### src/rtl/lap_stopwatch_if.sv
// Pin bundle between the board's button debouncers / segment decoders and lap_stopwatch.
// Inputs are synchronous levels and every output is valid on every cycle; there is no valid/ready handshake.
interface lap_stopwatch_if #(
   parameter int DIGITS = 4
);
   logic                  start_stop;
   logic                  lap;
   logic                  clear;
   logic [4*DIGITS-1:0]   disp;
   logic [4*DIGITS-1:0]   live;
   logic                  running;
   logic                  frozen;
   logic                  ovf;
   logic [1:0]            state_dbg;

   modport master (
      output start_stop, lap, clear,
      input  disp, live, running, frozen, ovf, state_dbg
   );

   modport slave (
      input  start_stop, lap, clear,
      output disp, live, running, frozen, ovf, state_dbg
   );
endinterface

### src/rtl/lap_stopwatch.sv
// BCD stopwatch with prescaler, start/stop, lap freeze and clear.
// Define LAP_STOPWATCH_AUTOSTOP_EN to halt at all 9s on overflow instead of wrapping.
module lap_stopwatch #(
   parameter int DIGITS = 4,
   parameter int DIV    = 500000
) (
   input  logic            clk,
   input  logic            nrst,
   lap_stopwatch_if.slave  bus
);
   localparam int W  = 4 * DIGITS;
   localparam int PW = (DIV > 2) ? $clog2(DIV) : 1;
   localparam logic [PW-1:0] PRESC_LAST = PW'(DIV - 1);

   typedef enum logic [1:0] {
      ST_STOP = 2'd0,
      ST_RUN  = 2'd1,
      ST_OVF  = 2'd2
   } state_t;

   state_t          state, state_n;
   logic            ss_q, lap_q;
   logic [PW-1:0]   presc, presc_n;
   logic [W-1:0]    digits, digits_n;
   logic [W-1:0]    lap_reg, lap_n;
   logic [W-1:0]    disp_r, disp_n;
   logic            frozen, frozen_n;
   logic            ovf, ovf_n;

   logic            ss_edge, lap_edge, tick;
   logic [W-1:0]    digits_inc;
   logic [DIGITS:0] carry;

   assign ss_edge  = bus.start_stop & ~ss_q;
   assign lap_edge = bus.lap & ~lap_q;
   assign tick     = (state == ST_RUN) && (presc == PRESC_LAST);

   // Ripple increment: a digit rolls 9 -> 0 and passes the carry upward.
   assign carry[0] = 1'b1;
   for (genvar i = 0; i < DIGITS; i++) begin : g_digit
      logic [3:0] d;
      assign d = digits[4*i +: 4];
      assign digits_inc[4*i +: 4] = carry[i] ? ((d == 4'd9) ? 4'd0 : d + 4'd1) : d;
      assign carry[i+1] = carry[i] & (d == 4'd9);
   end

   always_comb begin
      state_n  = state;
      presc_n  = presc;
      digits_n = digits;
      lap_n    = lap_reg;
      frozen_n = frozen;
      ovf_n    = ovf;

      if (bus.clear) begin
         state_n  = ST_STOP;
         presc_n  = '0;
         digits_n = '0;
         lap_n    = '0;
         frozen_n = 1'b0;
         ovf_n    = 1'b0;
      end else begin
         case (state)
            ST_STOP: begin
               if (ss_edge) begin
                  state_n = ST_RUN;
                  presc_n = '0;
               end
            end
            ST_RUN: begin
               presc_n = tick ? '0 : presc + PW'(1);
               if (tick) begin
                  digits_n = digits_inc;
                  if (carry[DIGITS]) begin
                     ovf_n = 1'b1;
`ifdef LAP_STOPWATCH_AUTOSTOP_EN
                     digits_n = digits;
                     state_n  = ST_OVF;
`endif
                  end
               end
               // A stop edge still lets a coincident tick count first.
               if (ss_edge && (state_n == ST_RUN)) begin
                  state_n = ST_STOP;
               end
            end
            default: begin
               state_n = state;
            end
         endcase

         if (lap_edge) begin
            if (frozen) begin
               frozen_n = 1'b0;
            end else begin
               lap_n    = digits;
               frozen_n = 1'b1;
            end
         end
      end

      disp_n = frozen_n ? lap_n : digits_n;
   end

   always_ff @(posedge clk or negedge nrst) begin
      if (!nrst) begin
         state   <= ST_STOP;
         ss_q    <= 1'b0;
         lap_q   <= 1'b0;
         presc   <= '0;
         digits  <= '0;
         lap_reg <= '0;
         disp_r  <= '0;
         frozen  <= 1'b0;
         ovf     <= 1'b0;
      end else begin
         state   <= state_n;
         ss_q    <= bus.start_stop;
         lap_q   <= bus.lap;
         presc   <= presc_n;
         digits  <= digits_n;
         lap_reg <= lap_n;
         disp_r  <= disp_n;
         frozen  <= frozen_n;
         ovf     <= ovf_n;
      end
   end

   assign bus.disp      = disp_r;
   assign bus.live      = digits;
   assign bus.running   = (state == ST_RUN);
   assign bus.frozen    = frozen;
   assign bus.ovf       = ovf;
   assign bus.state_dbg = state;
endmodule

### src/flat_wrapper.sv
// flat-port wrapper written by rule: the top's interface ports become plain ports
module lap_stopwatch_flat 
#(
   parameter int DIGITS = 4,
   parameter int DIV    = 500000
)
  (clk, nrst, bus_start_stop, bus_lap, bus_clear, bus_disp, bus_live, bus_running, bus_frozen, bus_ovf, bus_state_dbg);
  lap_stopwatch_if #(.DIGITS(DIGITS)) bus_i ();
  input  logic clk;
  input  logic nrst;
  input wire logic [$bits(bus_i.start_stop)-1:0] bus_start_stop;
  input wire logic [$bits(bus_i.lap)-1:0] bus_lap;
  input wire logic [$bits(bus_i.clear)-1:0] bus_clear;
  output wire logic [$bits(bus_i.disp)-1:0] bus_disp;
  output wire logic [$bits(bus_i.live)-1:0] bus_live;
  output wire logic [$bits(bus_i.running)-1:0] bus_running;
  output wire logic [$bits(bus_i.frozen)-1:0] bus_frozen;
  output wire logic [$bits(bus_i.ovf)-1:0] bus_ovf;
  output wire logic [$bits(bus_i.state_dbg)-1:0] bus_state_dbg;
  assign bus_i.start_stop = bus_start_stop;
  assign bus_i.lap = bus_lap;
  assign bus_i.clear = bus_clear;
  assign bus_disp = bus_i.disp;
  assign bus_live = bus_i.live;
  assign bus_running = bus_i.running;
  assign bus_frozen = bus_i.frozen;
  assign bus_ovf = bus_i.ovf;
  assign bus_state_dbg = bus_i.state_dbg;
  lap_stopwatch #(.DIGITS(DIGITS), .DIV(DIV)) u_core (.clk(clk), .nrst(nrst), .bus(bus_i));
endmodule
### config.mk
export PLATFORM = sky130hd
export DESIGN_NAME = lap_stopwatch_flat
export DESIGN_NICKNAME = d
export VERILOG_FILES = /design/src/rtl/lap_stopwatch_if.sv /design/src/rtl/lap_stopwatch.sv /design/src/flat_wrapper.sv
export SDC_FILE = /design/constraint.sdc
export NUM_CORES = 1
export LEC_CHECK = 0
export BUFFER_PORTS_ARGS = -buffer_cell sky130_fd_sc_hd__buf_4
export CAP_MARGIN = 20
export CORE_MARGIN = 2
export CORE_UTILIZATION = 58
export CTS_CLUSTER_DIAMETER = 40
export DETAILED_ROUTE_END_ITERATION = 8
export PLACE_DENSITY = 0.79
export SYNTH_ARGS = -nofsm -noshare
export SYNTH_HDL_FRONTEND = slang
export SYNTH_SLANG_ARGS = --single-unit
### constraint.sdc
create_clock -name clk -period 2.9 [get_ports clk]
set_clock_uncertainty 0.05 [all_clocks]
set_input_delay 0.29 -clock clk [delete_from_list [all_inputs] [get_ports clk]]
set_output_delay 0.29 -clock clk [all_outputs]
set_load 0.05 [all_outputs]
# == Word-level counts from Yosys, hierarchy flattened ==
# Cells that the tools add are included.
# op_classes
n_addsub,5
eq_ne,8
n_mux,29
n_bitwise,7
reduce_logical,10
# ops
operator,count
$mux W16,7
$mux W19,3
$pmux W19 S2,1
$mux W4,7
$add A19 B1 Y19 const B,1
$eq A19 B19 Y1 const B,1
$add A4 B1 Y4 const B,4
$eq A4 B4 Y1 const B,4
$mux W1,7
$mux W2,3
$ne A3 B2 Y1 const B,2
$reduce_and A3 Y1,2
$reduce_bool A2 Y1,3
$and A1 B1 Y1,5
$pmux W2 S2,1
$reduce_bool A3 Y1,1
$eq A2 B1 Y1 const B,1
$logic_and A1 B1 Y1,2
$logic_not A2 Y1,1
$not A1 Y1,2
$reduce_and A2 Y1,1
# totals
ff_bits,73
in_bits,5
out_inout_bits,37
word_cells,68

# == Longest topological paths before layout ==
# Gate-level depths: netlist (run 1).
# depth
depth_word,8
mapped_depth,8
ltp_nobuf,7

# == Worst setup path before layout (run 1) ==
# Ideal clock, no wire load.
# synth_path
kind,reg-to-reg
startpoint,reg u_core.presc[12]
endpoint,"reg u_core.disp_r[15], in the netlist u_core.bus.disp[15]"
setup_ps,145
t_arrival_ps,2341
required_time_ps,2705
setup_slack_ps,364
path_stages_with_launch,8
path_buffers,2
synth_period_minus_slack_ps,2536
cell_sequence,dfrtp_1 -> or4_4 -> or4_1 -> buf_2 -> or2_1 -> buf_6 -> o41ai_4 -> a31oi_1
# synth_via
elab_chain_len,6
# synth_rtl
item,line,source
"start, declared",lap_stopwatch.sv:23,"logic [PW-1:0] presc, presc_n;"
"start signal, assigned",lap_stopwatch.sv:120,presc <= presc_n;
$eq A19 B19 Y1,lap_stopwatch.sv:36,assign tick = (state == ST_RUN) && (presc == PRESC_LAST);
$logic_and A1 B1 Y1,lap_stopwatch.sv:36,
$mux W16,lap_stopwatch.sv:72,if (tick) begin
$mux W16,lap_stopwatch.sv:63,case (state)
$mux W16,lap_stopwatch.sv:55,if (bus.clear) begin
$mux W16,lap_stopwatch.sv:102,disp_n = frozen_n ? lap_n : digits_n;
net u_core.disp_n[15],lap_stopwatch.sv:26,"logic [W-1:0] disp_r, disp_n;"
"end signal, assigned",lap_stopwatch.sv:123,disp_r <= disp_n;
"end, declared",lap_stopwatch.sv:26,
# The timed path passes the listed nets, and every way through them passes these cells.
# A chain may end at the register's enable or synchronous reset.

# == Final worst setup path (run 1) ==
# Same ends and word-level chain as after synthesis.

==> results of run 1 <==
## path summary, 6_finish.rpt
| kind | startpoint | to | slack, ns |
|---|---|---|---|
| max | u_core.presc[12] | u_core.bus.disp[15] | 0.21 |
| min in group clk | bus_lap | u_core.lap_q | 0.01 |
| max in group asynchronous | nrst | u_core.presc[17] | 2.19 |
| max reg2reg | u_core.presc[12] | u_core.bus.disp[15] | 0.21 |
| min | nrst | u_core.presc[13] | 0.003 |
| min reg2reg | u_core.presc[17] | u_core.presc[17] | 0.44 |
## what timing repair did
action | 4_1_cts | 5_1_grt
hold buffers | 1 | 0
setup endpoints to repair | 0 | 0
endpoints found under the hold margin | 1 | 0
## cell usage after synthesis, drive strengths merged (2+ instances only)
library cell  instances
nand4                 7
a21o                  8
a31oi                12
mux2i                14
or4                   3
nand2                46
dfrtp                72
xor2                  2
or2                   2
or3                   5
ha                    7
nand3                12
nor3                  9
nand2b                5
a21oi                26
xnor2                 6
nor2                 42
o21ai                16
clkbuf               10
and3                  2
nor4                  5
nor3b                 3
and2                  3
inv                  11
and3b                 2
buf                   9
nor2b                 6
o31ai                 2
## per-layer routing
layer,GRT usage,share of wire,vias up
met2,0.374,0.45,73
met5,0,0,-
met1,0.371,0.49,1376
met4,0.107,0.016,0
met3,0.0451,0.041,13
li1,-,-,1356
## metrics by stage
stage	power, mW	utilization	worst slack, ns	area, sq um	std cells
after floorplan	1.16	-	0.364	3520	366
after global placement	1.22	0.653	0.265	3840	466
after detailed placement	1.22	0.653	0.221	3840	466
after CTS	2.09	0.692	0.232	4070	482
after global routing	2.15	0.692	0.161	4070	482
final	2.08	0.692	0.213	4070	482
## final cells by class
type | count | share of cell area
clock buffers | 10 | 0.0338
flip-flops and latches | 72 | 0.442
multi-input cells | 264 | 0.387
inverters | 11 | 0.0101
clock inverters | 5 | 0.0200
well taps | 75 | 0.0230
repair buffers | 45 | 0.0835
## logic make-up after synthesis
family          after synthesis  synth area share
simple gates                157             0.222
compound gates               76             0.138
flops                        72             0.512
buf+inv                      30            0.0391
mux                          15            0.0430
xor+xnor                      8            0.0199
fa+ha+maj                     7            0.0249
other cells                   1           0.00107
## power breakdown
part / internal (mW) / switching (mW)
Clock: 0.503 / 0.371
Sequential: 1.02 / 0.0112
Combinational: 0.0457 / 0.131
## cell usage in the layout, fill, tap and decap left out, types with 2 or more instances in the layout
cell type,instances
nand4_1,7
nor2_1,42
clkbuf_8,10
and3_1,2
xnor2_1,6
a21o_1,8
nand2_1,46
bufinv_16,2
mux2i_1,14
o21ai_0,16
dfrtp_1,72
nand3_1,12
o31ai_1,2
a31oi_1,12
inv_1,11
nor4_1,5
xor2_1,2
a21oi_1,25
ha_1,7
or3_1,5
and3b_1,2
nor2b_1,6
buf_4,44
or4_1,2
and2_1,2
nor3_1,8
nand2b_1,5
nor3b_1,3
## critical path, stage by stage (launching register included)
cell,delay [ns]
dfrtp_1,0.41
or4_4,0.55
or4_1,0.64
or2_1,0.38
o41ai_4,0.38
a31oi_1,0.12
==> impl_metrics.json, run 1 <==
{
  "status": "finished clean",
  "largest-register": "u_core.presc",
  "overflow": 0,
  "nNetsFinal": 415,
  "period_share": 0.927,
  "largest_register_ffs": 19,
  "drt-total-wl_mm": 7.88,
  "synthDistinctLibCells": 55,
  "holdWs_ns": 0.00305,
  "synth_edf_count": 0,
  "path_class": "reg2reg",
  "cp_max_fo": 6,
  "max_slew_margin": 0.395,
  "vias": 2818,
  "syn_area_sq_mm": 0.00352,
  "hold_class": "in2async",
  "cts_tree": "yes",
  "peakVddDrop_uv": 363,
  "rsz0062_at_grt": "false",
  "synth_area_leaders": "dfrtp_1 (51%), nand2_1 (4.9%), nor2_1 (4.5%)",
  "syn_avg_cell_area_sq_um": 9.61,
  "synthCells": 366,
  "synthFlopType": "dfrtp_1",
  "antenna_found_initial": 0,
  "grt_pass1_wl_mm": 12.8,
  "cp.arrival_ns": 2.84,
  "htreeDepth": 3,
  "reg2reg_depth": 5,
  "cp.required_ns": 3.05,
  "core_area_sq_mm": 0.00589,
  "ys_seq_area_frac": 0.512,
  "dieArea_sq_mm": 0.00670,
  "setup-violations-final": 0,
  "end_kind": "flip-flop",
  "num_rows": 28,
  "cts_buffers": 9,
  "yosys.area.top_type": "dfrtp_1",
  "multi_input_area_sq_mm": 0.00158,
  "post_cts_buffers": 0,
  "yosys_warnings": 0,
  "cts_root_buf": "clkbuf_8",
  "drtAntennaViolNets": 0,
  "die_x_um": 81.9,
  "remaining_drc_errors": 0,
  "vias_per_cell": 5.85,
  "syn2layout_area_growth_pct": 15.8,
  "first_pass_iters": 4,
  "io_pins": 42,
  "port_buffers": 40,
  "cts_buffer_depth": 2,
  "synth_top_cell_area_share": 0.512,
  "async_flop_share": 1.00,
  "tns_ns": 0,
  "regArea_sq_mm": 0.00180,
  "post-dp-hpwl_mm": 5.13,
  "wl_per_cell_um": 16.4,
  "clk_latency_ns": 0.35,
  "grt_max_degree": 73,
  "grt_use_total": 0.254,
  "initial_utilization": 0.598,
  "clock-sinks": 72,
  "hold_viol": 0,
  "clk_pin_slew_worst_paths_ns": 0.08,
  "die_h_um": 81.9,
  "power_density_mw_per_mm2": 510,
  "tightest_slew_ns": 0.907,
  "drv_cap": 0,
  "ys_ff_latch": 72,
  "place_congestion": 0.863,
  "antenna_cells": 0,
  "drt-initial-drc-count": 191,
  "p_leak_nw": 1.89,
  "grt_pass1_vias": 2587,
  "syn_nets": 378,
  "cp-start-kind": "flip-flop",
  "finalMaxSlewViolations": 0,
  "drive_above_1_share": 0.167,
  "ctsResizeCount": 0,
  "fillCellCount": 463,
  "fin_crit_ns": 2.69,
  "fmax_ghz": 0.372
}
(Power assumes the default switching activity.)
==> run 2, diff against run 1 <==
--- a/config.mk
+++ b/config.mk
@@ -8,10 +8,10 @@
 export BUFFER_PORTS_ARGS = -buffer_cell sky130_fd_sc_hd__buf_4
 export CAP_MARGIN = 20
 export CORE_MARGIN = 2
-export CORE_UTILIZATION = 58
+export CORE_UTILIZATION = 55
 export CTS_CLUSTER_DIAMETER = 40
 export DETAILED_ROUTE_END_ITERATION = 8
-export PLACE_DENSITY = 0.79
+export PLACE_DENSITY = 0.76
 export SYNTH_ARGS = -nofsm -noshare
 export SYNTH_HDL_FRONTEND = slang
 export SYNTH_SLANG_ARGS = --single-unit
==> impl_metrics.json, run 2 (synthesized netlist as in run 1, its figures left out) <==
{
  "status": "finished clean",
  "finalMaxSlewViolations": 0,
  "htreeDepth": 3,
  "antenna_cells": 0,
  "cp.required_ns": 3.05,
  "wl_per_cell_um": 16.2,
  "grt_pass1_wl_mm": 13.1,
  "reg2reg_depth": 6,
  "period_share": 0.876,
  "place_congestion": 0.850,
  "first_pass_iters": 6,
  "path_class": "reg2reg",
  "vias_per_cell": 5.95,
  "setup-violations-final": 0,
  "cts_buffers": 9,
  "drt-total-wl_mm": 7.91,
  "post-dp-hpwl_mm": 5.20,
  "instances_no_fill": 487,
  "core_area_sq_mm": 0.00628,
  "clk_latency_ns": 0.35,
  "cts_buffer_depth": 2,
  "grt_max_degree": 73,
  "die_x_um": 84.0,
  "fin_crit_ns": 2.54,
  "rr_endpoint": "u_core.bus.disp[9]",
  "largest-register": "u_core.presc",
  "worst_slack_ns": 0.361,
  "rsz0062_at_grt": "false",
  "cts_tree": "yes",
  "dpl_cell_area_sq_mm": 0.00385,
  "hold_class": "in2async",
  "stdcell_area_sq_mm": 0.00412,
  "clock-sinks": 72,
  "tns_ns": 0,
  "largest_register_ffs": 19,
  "die_h_um": 84.0,
  "fmax_ghz": 0.394,
  "layout_common_cells": "dfrtp_1 (72), nand2_1 (46), buf_4 (45)",
  "cp.arrival_ns": 2.69,
  "cp_max_fo": 6,
  "syn2layout_area_growth_pct": 17.3,
  "power_density_mw_per_mm2": 534,
  "dp_slack_ns": 0.383,
  "p_leak_nw": 1.91,
  "dieArea_sq_mm": 0.00705,
  "nNetsFinal": 417,
  "grt_use_total": 0.236,
  "ctsResizeCount": 0,
  "cp-start-kind": "flip-flop",
  "tightest_slew_ns": 0.905,
  "worst_r2r_startpoint": "u_core.presc[12]",
  "num_rows": 29,
  "antenna_found_initial": 0,
  "vias": 2900,
  "io_pins": 42,
  "drt-initial-drc-count": 171,
  "drive_above_1_share": 0.171,
  "drv_cap": 0,
  "ff2ff_setup_slack_ns": 0.36,
  "final_common_cell": "dfrtp_1",
  "hold_viol": 0,
  "grt_pass1_vias": 2674,
  "peakVddDrop_uv": 394,
  "max_slew_margin": 0.397,
  "overflow": 0,
  "clk_pin_slew_worst_paths_ns": 0.08,
  "drtAntennaViolNets": 0,
  "initial_utilization": 0.560,
  "end_kind": "flip-flop",
  "dp_cells": 469,
  "remaining_drc_errors": 0,
  "port_buffers": 40,
  "cts_root_buf": "clkbuf_8"
}
## run 2: final cells by class
class | instances | area, sq um
clock buffers | 9 | 124
multi-input cells | 264 | 1580
repair buffers | 47 | 358
clock inverters | 7 | 125
flip-flops and latches | 72 | 1800
well taps | 77 | 96.3
inverters | 11 | 41.3
fillers | 510 | 2150
## run 2: where the power goes
group | internal [mW] | switching [mW]
clock network | 0.582 | 0.414
logic | 0.0466 | 0.131
registers | 1.02 | 0.0118
total | 1.64 | 0.557
## run 2: routing by layer
metal  GRT usage  part of all wire
met2       0.356              0.47
met3      0.0564             0.058
met1       0.341              0.46
met4      0.0733             0.010
met5           0                 0
## run 2: worst max path at each step
stage	start	end	slack (ns)	depth (start not counted)
floorplan	u_core.presc[12]	u_core.bus.disp[15]	0.36	7
global placement	u_core.presc[12]	u_core.bus.disp[11]	0.43	6
detailed placement	u_core.presc[12]	u_core.bus.disp[9]	0.38	6
CTS	u_core.presc[12]	u_core.bus.disp[9]	0.37	6
global route	u_core.presc[12]	u_core.bus.disp[8]	0.18	6
finish	u_core.presc[12]	u_core.bus.disp[9]	0.36	6
## run 2: through the flow
stage          utilization  hold slack, ns  total power [mW]
3_3_place_gp         0.614           0.356              1.22
3_5_place_dp         0.614           0.359              1.22
4_1_cts              0.655        0.000653              2.21
6_report             0.657         0.00993              2.20
5_1_grt              0.657          0.0826              2.28
2_1_floorplan            -         -0.0556              1.16
## run 2: critical path, cell delays in order, from the launching register on
cell and delay, ns:
dfrtp_1 0.42, or4_4 0.55, or4_1 0.51, buf_4 0.19, nor3_4 0.31, mux2i_1 0.27
o21ai_0 0.11
## run 2: repair_timing
action | 4_1_cts | 5_1_grt
endpoints found under the setup margin | 0 | 0
hold endpoints to repair | 1 | 1
setup buffers | 0 | 0
hold buffers | 1 | 1
